`src/rtl/net_ack_pkg.sv`:
```
// ============================================================================
// Module   : net_ack_pkg
// Purpose  : Shared constants and types for the BPI status/ack reply receiver.
//            Frame layout: 8 echoed command bytes, 4 pad bytes, 1 ack code.
// Revision : 1.0 - initial release
// ============================================================================
`default_nettype none

package net_ack_pkg;

  localparam int FRAME_LEN = 13;
  localparam int HDR_LEN   = 8;
  localparam int PAD_LEN   = 4;
  localparam int CODE_IDX  = 12;
  localparam int IDX_W     = 4;
  localparam int HDR_W     = 8 * HDR_LEN;

  localparam logic [7:0] DEF_PAD_BYTE = 8'hFF;

  typedef enum logic [1:0] {
    IDLE  = 2'd0,
    ARMED = 2'd1,
    RECV  = 2'd2
  } state_e;

endpackage

`default_nettype wire

```
`src/rtl/net_ack_timer.sv`:
```
// ============================================================================
// Module   : net_ack_timer
// Purpose  : Reply timeout counter. Counts while enabled, holds at the
//            terminal count, and returns to zero on clear.
// Ports    : clk, rst_n  - clock, asynchronous active-low reset
//            clr         - synchronous clear to 0 (has priority over en)
//            en          - count enable
//            tc          - count == TIMEOUT_CYC-1
// Revision : 1.0 - initial release
// ============================================================================
`default_nettype none

module net_ack_timer
  import net_ack_pkg::*;
#(
  parameter int TIMEOUT_CYC = 1000000,
  parameter int TMR_W       = 20
) (
  input  logic clk,
  input  logic rst_n,
  input  logic clr,
  input  logic en,
  output logic tc
);

  logic [TMR_W-1:0] cnt_q;
  logic [TMR_W-1:0] cnt_d;

  assign tc = (cnt_q == TMR_W'(TIMEOUT_CYC - 1));

  always_comb begin
    cnt_d = cnt_q;
    if (clr) begin
      cnt_d = '0;
    end else if (en && !tc) begin
      cnt_d = cnt_q + TMR_W'(1);
    end
  end

  always_ff @(posedge clk or negedge rst_n) begin
    if (!rst_n) begin
      cnt_q <= '0;
    end else begin
      cnt_q <= cnt_d;
    end
  end

endmodule

`default_nettype wire

```
`src/rtl/net_ack_rx.sv`:
```
// ============================================================================
// Module   : net_ack_rx
// Purpose  : Receiver for the 13-byte BPI status/ack reply frame. Arms on each
//            issued command, times out if no reply starts, then checks length
//            and pad bytes, decodes the ack code and compares the echoed header
//            against the command snapshot.
// Ports    : clk, rst_n        - clock, asynchronous active-low reset
//            cmd_sent/cmd_word - command issue pulse and its 8 bytes
//            ack_din_en/ack_din- reply byte stream (one contiguous run/frame)
//            ack_valid         - pulse, good frame decoded
//            ack_code/ack_hdr  - code and header of last good frame
//            hdr_match/unsol   - header compare / arrived while not armed
//            err_len/err_pad/err_timeout - error pulses
//            busy              - state != IDLE
//            stat_good/stat_err- saturating counters (NET_ACK_STAT_CNT_EN)
// Options  : NET_ACK_STAT_CNT_EN adds the statistics counters and ports.
// Revision : 1.0 - initial release
// ============================================================================
`default_nettype none

module net_ack_rx
  import net_ack_pkg::*;
#(
  parameter int         TIMEOUT_CYC = 1000000,
  parameter int         TMR_W       = 20,
  parameter logic [7:0] PAD_BYTE    = DEF_PAD_BYTE
) (
  input  logic             clk,
  input  logic             rst_n,
  input  logic             cmd_sent,
  input  logic [63:0]      cmd_word,
  input  logic             ack_din_en,
  input  logic [7:0]       ack_din,
  output logic             ack_valid,
  output logic [7:0]       ack_code,
  output logic [HDR_W-1:0] ack_hdr,
  output logic             hdr_match,
  output logic             unsol,
  output logic             err_len,
  output logic             err_pad,
  output logic             err_timeout,
  output logic             busy
`ifdef NET_ACK_STAT_CNT_EN
  ,
  output logic [15:0]      stat_good,
  output logic [15:0]      stat_err
`endif
);

  state_e state_q, state_d;

  logic [63:0]      exp_q, exp_d;
  logic [HDR_W-1:0] snap_q, snap_d;
  logic [HDR_W-1:0] hdr_q, hdr_d;
  logic [7:0]       code_cap_q, code_cap_d;
  logic [IDX_W-1:0] byte_cnt_q, byte_cnt_d;
  logic             pad_fail_q, pad_fail_d;
  logic             ovf_q, ovf_d;
  logic             pend_q, pend_d;
  logic             unsol_pend_q, unsol_pend_d;
  logic             en_prev_q, en_prev_d;
  logic             sync_q, sync_d;

  logic             ack_valid_q, ack_valid_d;
  logic [7:0]       ack_code_q, ack_code_d;
  logic [HDR_W-1:0] ack_hdr_q, ack_hdr_d;
  logic             hdr_match_q, hdr_match_d;
  logic             unsol_q, unsol_d;
  logic             err_len_q, err_len_d;
  logic             err_pad_q, err_pad_d;
  logic             err_timeout_q, err_timeout_d;

  logic             frame_start;
  logic             frame_end;
  logic             timeout_fire;
  logic             tmr_clr;
  logic             tmr_en;
  logic             tmr_tc;
  logic             len_ok;
  logic             take;
  logic [IDX_W-1:0] idx;

  // sync_q stays low until the stream has been seen idle once after reset, so
  // a run already in progress at reset release is never taken as a frame.
  assign frame_start = sync_q && ack_din_en && !en_prev_q && (state_q != RECV);
  assign frame_end   = (state_q == RECV) && !ack_din_en;

  net_ack_timer #(
    .TIMEOUT_CYC (TIMEOUT_CYC),
    .TMR_W       (TMR_W)
  ) u_timer (
    .clk   (clk),
    .rst_n (rst_n),
    .clr   (tmr_clr),
    .en    (tmr_en),
    .tc    (tmr_tc)
  );

  // ---------------- state register ----------------
  always_ff @(posedge clk or negedge rst_n) begin
    if (!rst_n) begin
      state_q <= IDLE;
    end else begin
      state_q <= state_d;
    end
  end

  // ---------------- next-state logic ----------------
  always_comb begin
    state_d = state_q;
    case (state_q)
      IDLE: begin
        if (frame_start)   state_d = RECV;
        else if (cmd_sent) state_d = ARMED;
      end
      ARMED: begin
        // A frame arriving on the terminal-count cycle wins over the timeout;
        // a re-issued command restarts the wait instead of timing out.
        if (frame_start)              state_d = RECV;
        else if (tmr_tc && !cmd_sent) state_d = IDLE;
      end
      RECV: begin
        if (!ack_din_en) state_d = (pend_q || cmd_sent) ? ARMED : IDLE;
      end
      default: state_d = IDLE;
    endcase
  end

  // ---------------- state-derived controls ----------------
  always_comb begin
    tmr_clr      = (state_q != ARMED) || cmd_sent;
    tmr_en       = (state_q == ARMED);
    timeout_fire = (state_q == ARMED) && tmr_tc && !frame_start && !cmd_sent;
  end

  // ---------------- frame capture and result datapath ----------------
  always_comb begin
    exp_d         = cmd_sent ? cmd_word : exp_q;
    snap_d        = snap_q;
    hdr_d         = hdr_q;
    code_cap_d    = code_cap_q;
    byte_cnt_d    = byte_cnt_q;
    pad_fail_d    = pad_fail_q;
    ovf_d         = ovf_q;
    pend_d        = pend_q;
    unsol_pend_d  = unsol_pend_q;
    en_prev_d     = ack_din_en;
    sync_d        = sync_q | ~ack_din_en;

    ack_valid_d   = 1'b0;
    ack_code_d    = ack_code_q;
    ack_hdr_d     = ack_hdr_q;
    hdr_match_d   = hdr_match_q;
    unsol_d       = unsol_q;
    err_len_d     = 1'b0;
    err_pad_d     = 1'b0;
    err_timeout_d = timeout_fire;

    take = frame_start || ((state_q == RECV) && ack_din_en);
    idx  = frame_start ? '0 : byte_cnt_q;
    len_ok = (byte_cnt_q == IDX_W'(FRAME_LEN)) && !ovf_q;

    if (frame_start) begin
      snap_d       = exp_q;
      pad_fail_d   = 1'b0;
      ovf_d        = 1'b0;
      unsol_pend_d = (state_q != ARMED);
      pend_d       = cmd_sent;
    end else if (state_q == RECV) begin
      pend_d = frame_end ? 1'b0 : (pend_q | cmd_sent);
    end

    if (take) begin
      if (idx < IDX_W'(FRAME_LEN)) begin
        byte_cnt_d = idx + IDX_W'(1);
        if (idx < IDX_W'(HDR_LEN)) begin
          hdr_d = {hdr_q[HDR_W-9:0], ack_din};
        end else if (idx < IDX_W'(HDR_LEN + PAD_LEN)) begin
          if (ack_din != PAD_BYTE) pad_fail_d = 1'b1;
        end else begin
          code_cap_d = ack_din;
        end
      end else begin
        // Count saturates at 13; the overrun flag keeps long frames visible.
        ovf_d = 1'b1;
      end
    end

    if (frame_end) begin
      byte_cnt_d = '0;
      err_len_d  = !len_ok;
      err_pad_d  = pad_fail_q;
      if (len_ok && !pad_fail_q) begin
        ack_valid_d = 1'b1;
        ack_code_d  = code_cap_q;
        ack_hdr_d   = hdr_q;
        hdr_match_d = (hdr_q == snap_q);
        unsol_d     = unsol_pend_q;
      end
    end
  end

  always_ff @(posedge clk or negedge rst_n) begin
    if (!rst_n) begin
      exp_q         <= '0;
      snap_q        <= '0;
      hdr_q         <= '0;
      code_cap_q    <= '0;
      byte_cnt_q    <= '0;
      pad_fail_q    <= 1'b0;
      ovf_q         <= 1'b0;
      pend_q        <= 1'b0;
      unsol_pend_q  <= 1'b0;
      en_prev_q     <= 1'b0;
      sync_q        <= 1'b0;
      ack_valid_q   <= 1'b0;
      ack_code_q    <= '0;
      ack_hdr_q     <= '0;
      hdr_match_q   <= 1'b0;
      unsol_q       <= 1'b0;
      err_len_q     <= 1'b0;
      err_pad_q     <= 1'b0;
      err_timeout_q <= 1'b0;
    end else begin
      exp_q         <= exp_d;
      snap_q        <= snap_d;
      hdr_q         <= hdr_d;
      code_cap_q    <= code_cap_d;
      byte_cnt_q    <= byte_cnt_d;
      pad_fail_q    <= pad_fail_d;
      ovf_q         <= ovf_d;
      pend_q        <= pend_d;
      unsol_pend_q  <= unsol_pend_d;
      en_prev_q     <= en_prev_d;
      sync_q        <= sync_d;
      ack_valid_q   <= ack_valid_d;
      ack_code_q    <= ack_code_d;
      ack_hdr_q     <= ack_hdr_d;
      hdr_match_q   <= hdr_match_d;
      unsol_q       <= unsol_d;
      err_len_q     <= err_len_d;
      err_pad_q     <= err_pad_d;
      err_timeout_q <= err_timeout_d;
    end
  end

  // ---------------- outputs ----------------
  assign ack_valid   = ack_valid_q;
  assign ack_code    = ack_code_q;
  assign ack_hdr     = ack_hdr_q;
  assign hdr_match   = hdr_match_q;
  assign unsol       = unsol_q;
  assign err_len     = err_len_q;
  assign err_pad     = err_pad_q;
  assign err_timeout = err_timeout_q;
  assign busy        = (state_q != IDLE);

`ifdef NET_ACK_STAT_CNT_EN
  logic [15:0] stat_good_q, stat_good_d;
  logic [15:0] stat_err_q, stat_err_d;

  always_comb begin
    stat_good_d = stat_good_q;
    stat_err_d  = stat_err_q;
    if (ack_valid_q && (stat_good_q != 16'hFFFF)) begin
      stat_good_d = stat_good_q + 16'd1;
    end
    if ((err_len_q || err_pad_q || err_timeout_q) && (stat_err_q != 16'hFFFF)) begin
      stat_err_d = stat_err_q + 16'd1;
    end
  end

  always_ff @(posedge clk or negedge rst_n) begin
    if (!rst_n) begin
      stat_good_q <= '0;
      stat_err_q  <= '0;
    end else begin
      stat_good_q <= stat_good_d;
      stat_err_q  <= stat_err_d;
    end
  end

  assign stat_good = stat_good_q;
  assign stat_err  = stat_err_q;
`endif

endmodule

`default_nettype wire

```
`config.mk`:
```
export PLATFORM = sky130hd
export DESIGN_NAME = net_ack_rx
export DESIGN_NICKNAME = d
export VERILOG_FILES = /design/src/rtl/net_ack_pkg.sv /design/src/rtl/net_ack_timer.sv /design/src/rtl/net_ack_rx.sv
export SDC_FILE = /design/constraint.sdc
export NUM_CORES = 1
export LEC_CHECK = 0
export CAP_MARGIN = 25
export CELL_PAD_IN_SITES_DETAIL_PLACEMENT = 2
export CELL_PAD_IN_SITES_GLOBAL_PLACEMENT = 2
export CORE_AREA = 2 2 191 193
export CTS_BUF_LIST = sky130_fd_sc_hd__clkbuf_8
export DETAILED_ROUTE_END_ITERATION = 7
export DIE_AREA = 0 0 193 195
export GPL_TIMING_DRIVEN = 0
export PLACE_DENSITY = 0.8
export SLEW_MARGIN = 10
export SYNTH_ARGS = -nofsm -noshare
export SYNTH_HDL_FRONTEND = slang
export SYNTH_SLANG_ARGS = --single-unit
```
`constraint.sdc`:
```
create_clock -name clk -period 2.4 [get_ports clk]
set_input_delay 0.36 -clock clk [delete_from_list [all_inputs] [get_ports clk]]
set_output_delay 0.36 -clock clk [all_outputs]
set_load 0.03 [all_outputs]
```
[Yosys cells after proc, flatten, opt, wreduce, memory -nomap -nowiden]
Cells that the tools add are included.
Word-level totals
  output and inout bits: 79
  logic and storage cells: 105
  input bits: 76
  bits in registers: 310
Operators by class
  reduce and logical (&&, ||, !) cells: 34
  bitwise logic cells: 5
  add/sub/neg operators: 2
  $lt $le $gt $ge: 3
  multiplexer cells: 29
  equal/unequal tests: 11
Operator list (count)
  64-bit equality test: 1
  20-bit two-way mux: 2
  20-bit by 1-bit adder with 20-bit output, second input constant: 1
  20-bit equality test, second input constant: 1
  1-bit two-way mux: 17
  4-bit two-way mux: 4
  1-bit logical AND: 12
  4-bit < comparator, second input constant: 3
  2-bit two-way mux: 5
  2-bit nonzero test: 5
  1-bit logical NOT: 8
  8-bit inequality test, second input constant: 1
  3-bit inequality test, second input constant: 2
  2-bit case mux with 3 select lines: 1
  3-bit AND reduction: 2
  4-bit by 1-bit adder with 4-bit output, second input constant: 1
  4-bit equality test, second input constant: 1
  2-bit inequality test, second input constant: 2
  2-bit AND reduction: 2
  4-bit AND reduction: 1
  1-bit logical OR: 3
  1-bit inverter: 3
  2-bit by 1-bit equality test with 1-bit output, second input constant: 1
  2-bit equality test, second input constant: 1
  3 further kinds: 4

[Logic depth before layout (Yosys ltp)]
  depth after elaboration: 9
  mapped depth: 12
  mapped depth without buffers: 10

[Modules after synthesis]
Synthesis repeated with hierarchy kept, for this count alone.
Second synthesis, totals
  cell total of the unflattened synthesis: 989
  area total of the unflattened synthesis: 12685.9 sq um
By module, submodules not included
  net_ack_rx: area an instance 11587.4 sq um, instances 1, cells an instance 876, seq. area each 7257.0 sq um
  net_ack_timer: area an instance 1098.6 sq um, instances 1, cells an instance 113, seq. area each 500.5 sq um

[Worst setup path before layout]
OpenSTA, ideal clock, no wires.
  path kind: register -> register
  start point: register state_q[1]
  end point: register code_cap_q[0]
  buffers on the path: 2
  library setup time: 0.125 ns
  arrival time: 2.432 ns
  data required time: 2.275 ns
  path slack: -0.157 ns
  cell stages (with the launch flop): 12
  period minus slack after synthesis: 2.557 ns
  cell sequence: dfrtp_1 nor2b_1 buf_2 nor2_1 nand2_1 clkbuf_1 and2_1 inv_1 ha_1 nand3_1 nor2_1 mux2_2
Between the ends
  longest elaborated chain between the ends: 6
  elaborated cells between the ends (all ways): 12
  classes of those cells: order compare: 3; eq/ne: 2; mux: 1; bitwise: 2; reduce/logical: 4
Ends and longest elaborated chain
  from (decl): RTL line net_ack_rx.sv:50  | state_e state_q, state_d;
  from (signal assigned): RTL line net_ack_rx.sv:104  | state_q <= state_d;
  2-bit inequality test: RTL line net_ack_rx.sv:85  | assign frame_start = sync_q && ack_din_en && !en_prev_q && (state_q != RECV);
  1-bit logical AND: RTL line net_ack_rx.sv:85
  4-bit two-way mux: RTL line net_ack_rx.sv:160  | idx = frame_start ? '0 : byte_cnt_q;
  4-bit < comparator (on tied branches): RTL line net_ack_rx.sv:178, net_ack_rx.sv:176
  1-bit inverter (no line)
  4-bit AND reduction (no line) *
  to (signal assigned): RTL line net_ack_rx.sv:228  | code_cap_q <= code_cap_d;
  to (decl): RTL line net_ack_rx.sv:55  | logic [7:0] code_cap_q, code_cap_d;
Every way passes the cells marked *; elsewhere a longest branch is shown, timed or not.
A chain may end at the register's enable or synchronous reset.

[Worst setup path in the final report]
Ends and elaborated chain as after synthesis.

==> impl_metrics.yaml <==
logic_synthesis:
  synth_area_leaders: "dfrtp_1 61%, mux2_2 14%, nand2_1 6.0%, xor2_1 5.4%, mux2_1 4.4%"
  ys_ff_latch: 310
  avgSynthCellArea_sq_um: 12.80
  synth.distinct_cells: 41
  synth_simple_gate_area_share: 0.1087
  yosysSeqAreaShare: 0.6128
  syn-instance-count: 989
  synth_xor_area_frac: 0.05604
  yosysTopAreaCellShare: 0.6128
  synth_top_cell_by_area: "dfrtp_1"
  ys_async_sr_fraction: 1.000
  synth_top_family_by_area: "multiplexers"
  synthMuxAreaShare: 0.1876
  yosys.area_share.adder: 0.002965
  synth_flop_cell: "dfrtp_1"
  synth-edff-count: 0
  yosysWarnings: 0
  synth-compound-area-share: 0.01364
  netlist_area_sq_um: 12660
  synth_fp_nets: 1068
pwr:
  pwr-share-comb: 0.163
  power_leakage_nw: 7.565
  pwr-share-seq: 0.499
  ir_drop_mv: 0.4849
  switching_share: 0.3164
  total_power_mw: 14.38
  intPower_mw: 9.833
  p_clk_frac: 0.339
  p_per_area_nw_per_um2: 892.7
  switchingPower_mw: 4.550
layout:
  diodes: 0
  synthToLayoutAreaGrowth_pct: 27.28
  instances_no_fill: 1712
  drive_above_1_share: 0.2286
  fin_util: 0.4552
  fin_nets: 1291
  final_common_cell: "dfrtp_1"
  mostFrequentLayoutCells: "309 x dfrtp_1, 203 x nand2_1, 161 x mux2_2"
global_routing:
  grt-ovfl-total: 0
  antenna_found_initial: 0
  grt_max_degree: 100
  grt_pass1_vias: 10000
  grt_use_total: 0.2145
  grt_pass1_wl_um: 60910
clocking:
  htreeDepth: 2
  clk_pin_slew_ns: 0.06
  cts_tree: "done"
  cts_made_buffers: 54
  cts_root_buf: "clkbuf_8"
  clkSinkCount: 310
  insertion_delay_ns: 0.60
  cts_buffer_depth: 3
floorplanning:
  num_io_pins: 155
  core-area_sq_um: 35400
  die_area_sq_um: 37640
  die_y_um: 195
  initial_core_util: 0.3576
  die_x_um: 193
  row_count: 69
hold_path:
  hp-class: "in -> reg"
  hold_path_end: "en_prev_q"
  min_from: "ack_din_en"
  whs_path_depth: 1
critical_path:
  worstPathRequired_ns: 2.85
  cp_data_arrival_time_ns: 2.80
  path_class: "reg -> reg"
  timing.rr.start: "state_q[1]"
  end_kind: "flip-flop"
  r2r_end: "code_cap_q[0]"
  r2r_setup_slack_ns: 0.05
  cp_max_fo: 8
  reg2regPathDepth: 11
  cp-start-kind: "flip-flop"
  crit_path_start: "state_q[1]"
timing:
  tns_ns: 0
  final_hold_viol_count: 0
  finalCritPeriodShare: 0.9780
  worst_slack_ns: 0.05269
  slew_viol_final: 0
  min_period_ns: 2.347
  setup_violations: 0
  worstMarginPinSlew_ns: 0.8693
  max_clock_freq_ghz: 0.4260
  relSlewSlack: 0.4205
  fin_worst_skew_ns: 0.03680
placed_design:
  dp_hpwl_um: 27300
  place_ws_ns: -0.7773
  gp_congestion: 0.7759
  io_buffers: 154
  dp_cells: 1607
routing:
  drtIter0Drc: 350
  drtPass1Iterations: 4
  drc: 0
  num_vias: 8561
  post_drt_wl_per_cell_um: 22.94
  viasPerCell: 5.001
  wirelength_um: 39270
  antenna_left: 0
status:
  status: "complete, no violations"
run:
  maxCapViolCount: 0
[worst max path at each step]
stage          slack [ns]       endpoint  cells after the start
2_1_floorplan       0.005  code_cap_q[0]                     11
6_report             0.05  code_cap_q[0]                     11
3_5_place_dp        -0.78  byte_cnt_q[1]                     11
3_3_place_gp       -12.71       exp_q[6]                      1
5_1_grt             -0.03      hdr_q[38]                      7
4_1_cts            -0.006    ack_hdr[39]                      7
[cell usage after synthesis, types with 5 or more instances]
library cell and instances:
dfrtp_1 310, nand2_1 204, mux2_2 161, xor2_1 78, mux2_1 49, nor2_1 33
nor4_1 19, clkbuf_1 18, buf_2 13, a21oi_1 12, nand4_1 11, nand3_1 8
nor3_1 7, nand2b_1 6, and2_1 5, buf_1 5, buf_6 5, o21ai_0 5
[cell families after synthesis]
group | after synthesis
AO/OA/AOI/OAI | 27
XOR/XNOR | 81
adder cells (fa/ha/maj) | 3
buffers and inverters | 46
flip-flops | 310
multiplexers | 211
AND/OR/NAND/NOR | 311
[layout make-up]
type	count	area, sq um
plain buffers	41	222.7
clock buffers	69	949.7
clock inverters	26	137.6
fillers	3535	19280
inverters	4	15.01
multi-input cells	633	4722
flip-flops and latches	310	7759
well taps	461	576.8
repair buffers	168	1729
[state kept, by name (all words and copies together), names as in the netlist, 2 cells and up]
name,flops
snap_q,64
ack_code,8
ack_hdr,64
byte_cnt_q,4
u_timer.cnt_q,20
state_q,2
hdr_q,64
exp_q,64
code_cap_q,8
[routing by layer]
layer  vias to the layer above  global-route usage  part of all wire  wire length [um]
met5                         -                   0                 0                 0
met4                         0             0.07043             0.029              1145
met3                        70             0.03990             0.043              1700
met2                       190              0.3678              0.51             20020
met1                      4514              0.2723              0.42             16400
li1                       3787                   -                 -                 -
[power groups by stage]
| stage | Clock, mW | Sequential, mW | Combinational (mW) |
|---|---|---|---|
| floorplan | 0 | 6.72 | 1.41 |
| global placement | 0 | 7.13 | 2.14 |
| detailed placement | 0 | 7.20 | 2.27 |
| CTS | 5.00 | 7.16 | 2.37 |
| global route | 5.26 | 7.27 | 2.54 |
| finish | 4.87 | 7.17 | 2.34 |
[through the flow]
stage	instance area (sq um)	hold slack [ns]
final	16110	0.3083
after global routing	16110	0.2830
after CTS	16030	0.2780
after detailed placement	14870	0.4365
after global placement	14790	0.4505
after floorplan	12670	0.06441
[worst max-delay path, stage by stage, from the launching register on]
cell,delay [ns]
dfrtp_2,0.43
nor2b_1,0.14
buf_4,0.18
nor2_4,0.20
nand2_8,0.08
and2_4,0.17
inv_1,0.06
ha_2,0.22
nand3_2,0.11
nor2_4,0.14
buf_12,0.13
mux2_2,0.34
[repair_timing]
item | CTS | global route
gates resized for setup | 11 | 6
endpoints found under the hold margin | 88 | 0
buffers inserted | 1 | 9
pin swaps | 2 | 1
hold buffers | 1 | 0
setup endpoints to repair | 85 | 125
Power figures use the tool's default switching activity.
==> edit (same flow settings) <==
Compare `cnt_q` against `TMR_W'(TIMEOUT_CYC - 1)` with >= in place of ==.
--- a/src/rtl/net_ack_timer.sv
+++ b/src/rtl/net_ack_timer.sv
@@ -28,3 +28,3 @@
 
-  assign tc = (cnt_q == TMR_W'(TIMEOUT_CYC - 1));
+  assign tc = (cnt_q >= TMR_W'(TIMEOUT_CYC - 1));
 
Behaviour: no difference found for any inputs over 10 cycles, from zero or initial values and one cycle with rst_n low; that may be too few to reach the edited logic, so the function may still have changed.
==> edit against the unedited design <==
The flow now finishes with violations (negative setup slack); total power is 0.54% higher; count of clock-buffer cells in the layout up 2; setup slack worse by 0.072 ns; final area rose by 1.6%; area after synthesis rose by 1.4%; hold slack got worse by 0.15 ns; wire length rose by 3.8%; fmax decreased by 3.0%; via count rose by 4.5%; critical path depth unchanged; sequential power hardly changed; first-iteration DRC count is 23% higher; non-clock buffer count increased by 11; sequential cell count unchanged; highest routed layer unchanged.
==> edit: results <==
export IMPL_hold_slack_ns=0.158
export IMPL_reg2reg_to="code_cap_q[5]"
export IMPL_antenna_found_initial=1
export IMPL_synth_seq_area_share_pct=60.4
export IMPL_nNetsFinal=1335
export IMPL_dp_final_hpwl_mm=27.3
export IMPL_hold_path_class="input pin to asynchronous set/reset pin"
export IMPL_grt_pass1_vias=10200
export IMPL_drt_iter0_drc=430
export IMPL_routabilityCongestion=0.763
export IMPL_cp_data_arrival_time_ns=2.91
export IMPL_outcome="finished, violations left"
export IMPL_worst_slew_pin_slew_ns=0.986
export IMPL_setup_ws_ns=-0.0188
export IMPL_nFillCells=3578
export IMPL_cp_startpoint="state_q[0]"
export IMPL_grt_max_degree=107
export IMPL_skew_ns=0.0163
export IMPL_finalSetupViolations=4
export IMPL_synth_commonest_cells="dfrtp_1 (310), nand2_1 (218), mux2_2 (161)"
export IMPL_drive_above_1_share_pct=22.8
export IMPL_failed_checks="negative setup slack"
export IMPL_synth_fp_nets=1106
export IMPL_wl_per_cell_um=23.2
export IMPL_ys_types=50
export IMPL_worstSkewPairLatency_ns=0.62
export IMPL_synth_area_leaders="dfrtp_1 (60%), mux2_2 (14%), nand2_1 (6.4%)"
export IMPL_globalRouteTotalUtil_pct=22.3
export IMPL_cp_max_fo=10
export IMPL_grt_first_pass_wirelength_mm=63.1
export IMPL_vias_per_cell=5.09
[edit: stage by stage]
step                setup slack (ns)  setup TNS [ns]  power, uW  cells  instance area, um^2
global placement              -12.88        -4043.81       9260   1642                15000
CTS                          0.00681               0      14600   1748                16300
finish                       -0.0188         -0.0446      14500   1759                16400
floorplan                      0.101               0       8180   1027                12800
global route                 -0.0854          -0.815      15200   1759                16400
detailed placement             -1.14          -76.79       9460   1645                15100
[edit: layout make-up]
| type | instances | area, um^2 | share of cell area, % |
|---|---|---|---|
| clock buffer | 71 | 977 | 5.97 |
| inverter | 6 | 22.5 | 0.138 |
| tap | 461 | 577 | 3.52 |
| sequential | 310 | 7760 | 47.4 |
| clock inverter | 27 | 114 | 0.696 |
| buffer | 44 | 255 | 1.56 |
| timing repair buffer | 176 | 1790 | 10.9 |
| multi-input combinational | 664 | 4880 | 29.8 |
[edit: critical path: stages (launching register included)]
cell	delay (ns)
dfrtp_1	0.39
nand2b_1	0.17
clkbuf_8	0.19
nand2_4	0.11
clkbuf_8	0.19
and2_1	0.18
inv_1	0.11
ha_4	0.19
nand3_1	0.13
nor2_4	0.15
buf_12	0.14
mux2_2	0.33
[edit: kinds of logic after synthesis]
logic type | Yosys count | synth area share (%)
and+or+nand+nor | 320 | 11.1
DFF | 310 | 60.4
muxes | 219 | 19.1
xor gates and xnor gates | 65 | 4.43
AOI/OAI and AO/OA | 57 | 2.73
buffers and inverters | 53 | 1.96
adders and majority gates | 3 | 0.292
[edit: what timing repair did]
action,CTS,global route
hold endpoints to repair,209,0
hold buffers,1,0
resized for setup,19,5
buffers inserted,6,12
gates cloned,0,0
endpoints found under the setup margin,186,93
pin swaps,2,2
[edit: layer usage]
metal	GRT usage [%]	share of wire (%)	vias up
li1	-	-	3969
met1	28.6	42	4738
met2	38.3	51	187
met3	4.65	4.6	56
met4	5.92	2.1	0
met5	0	0	-
[edit: worst max-delay path by stage]
stage / to / slack, ns
final: code_cap_q[5] / -0.02
after global routing: code_cap_q[5] / -0.09
after CTS: code_cap_q[5] / 0.007
after detailed placement: code_cap_q[5] / -1.14
after global placement: ack_code[4] / -12.88
after floorplan: code_cap_q[0] / 0.10
[edit: power by group]
part / internal (uW) / leakage (uW) / total, uW / switching, uW
Sequential: 6070 / 0.00394 / 7180 / 1110
Clock: 2630 / 0.000645 / 4880 / 2250
Combinational: 1140 / 0.00303 / 2400 / 1260
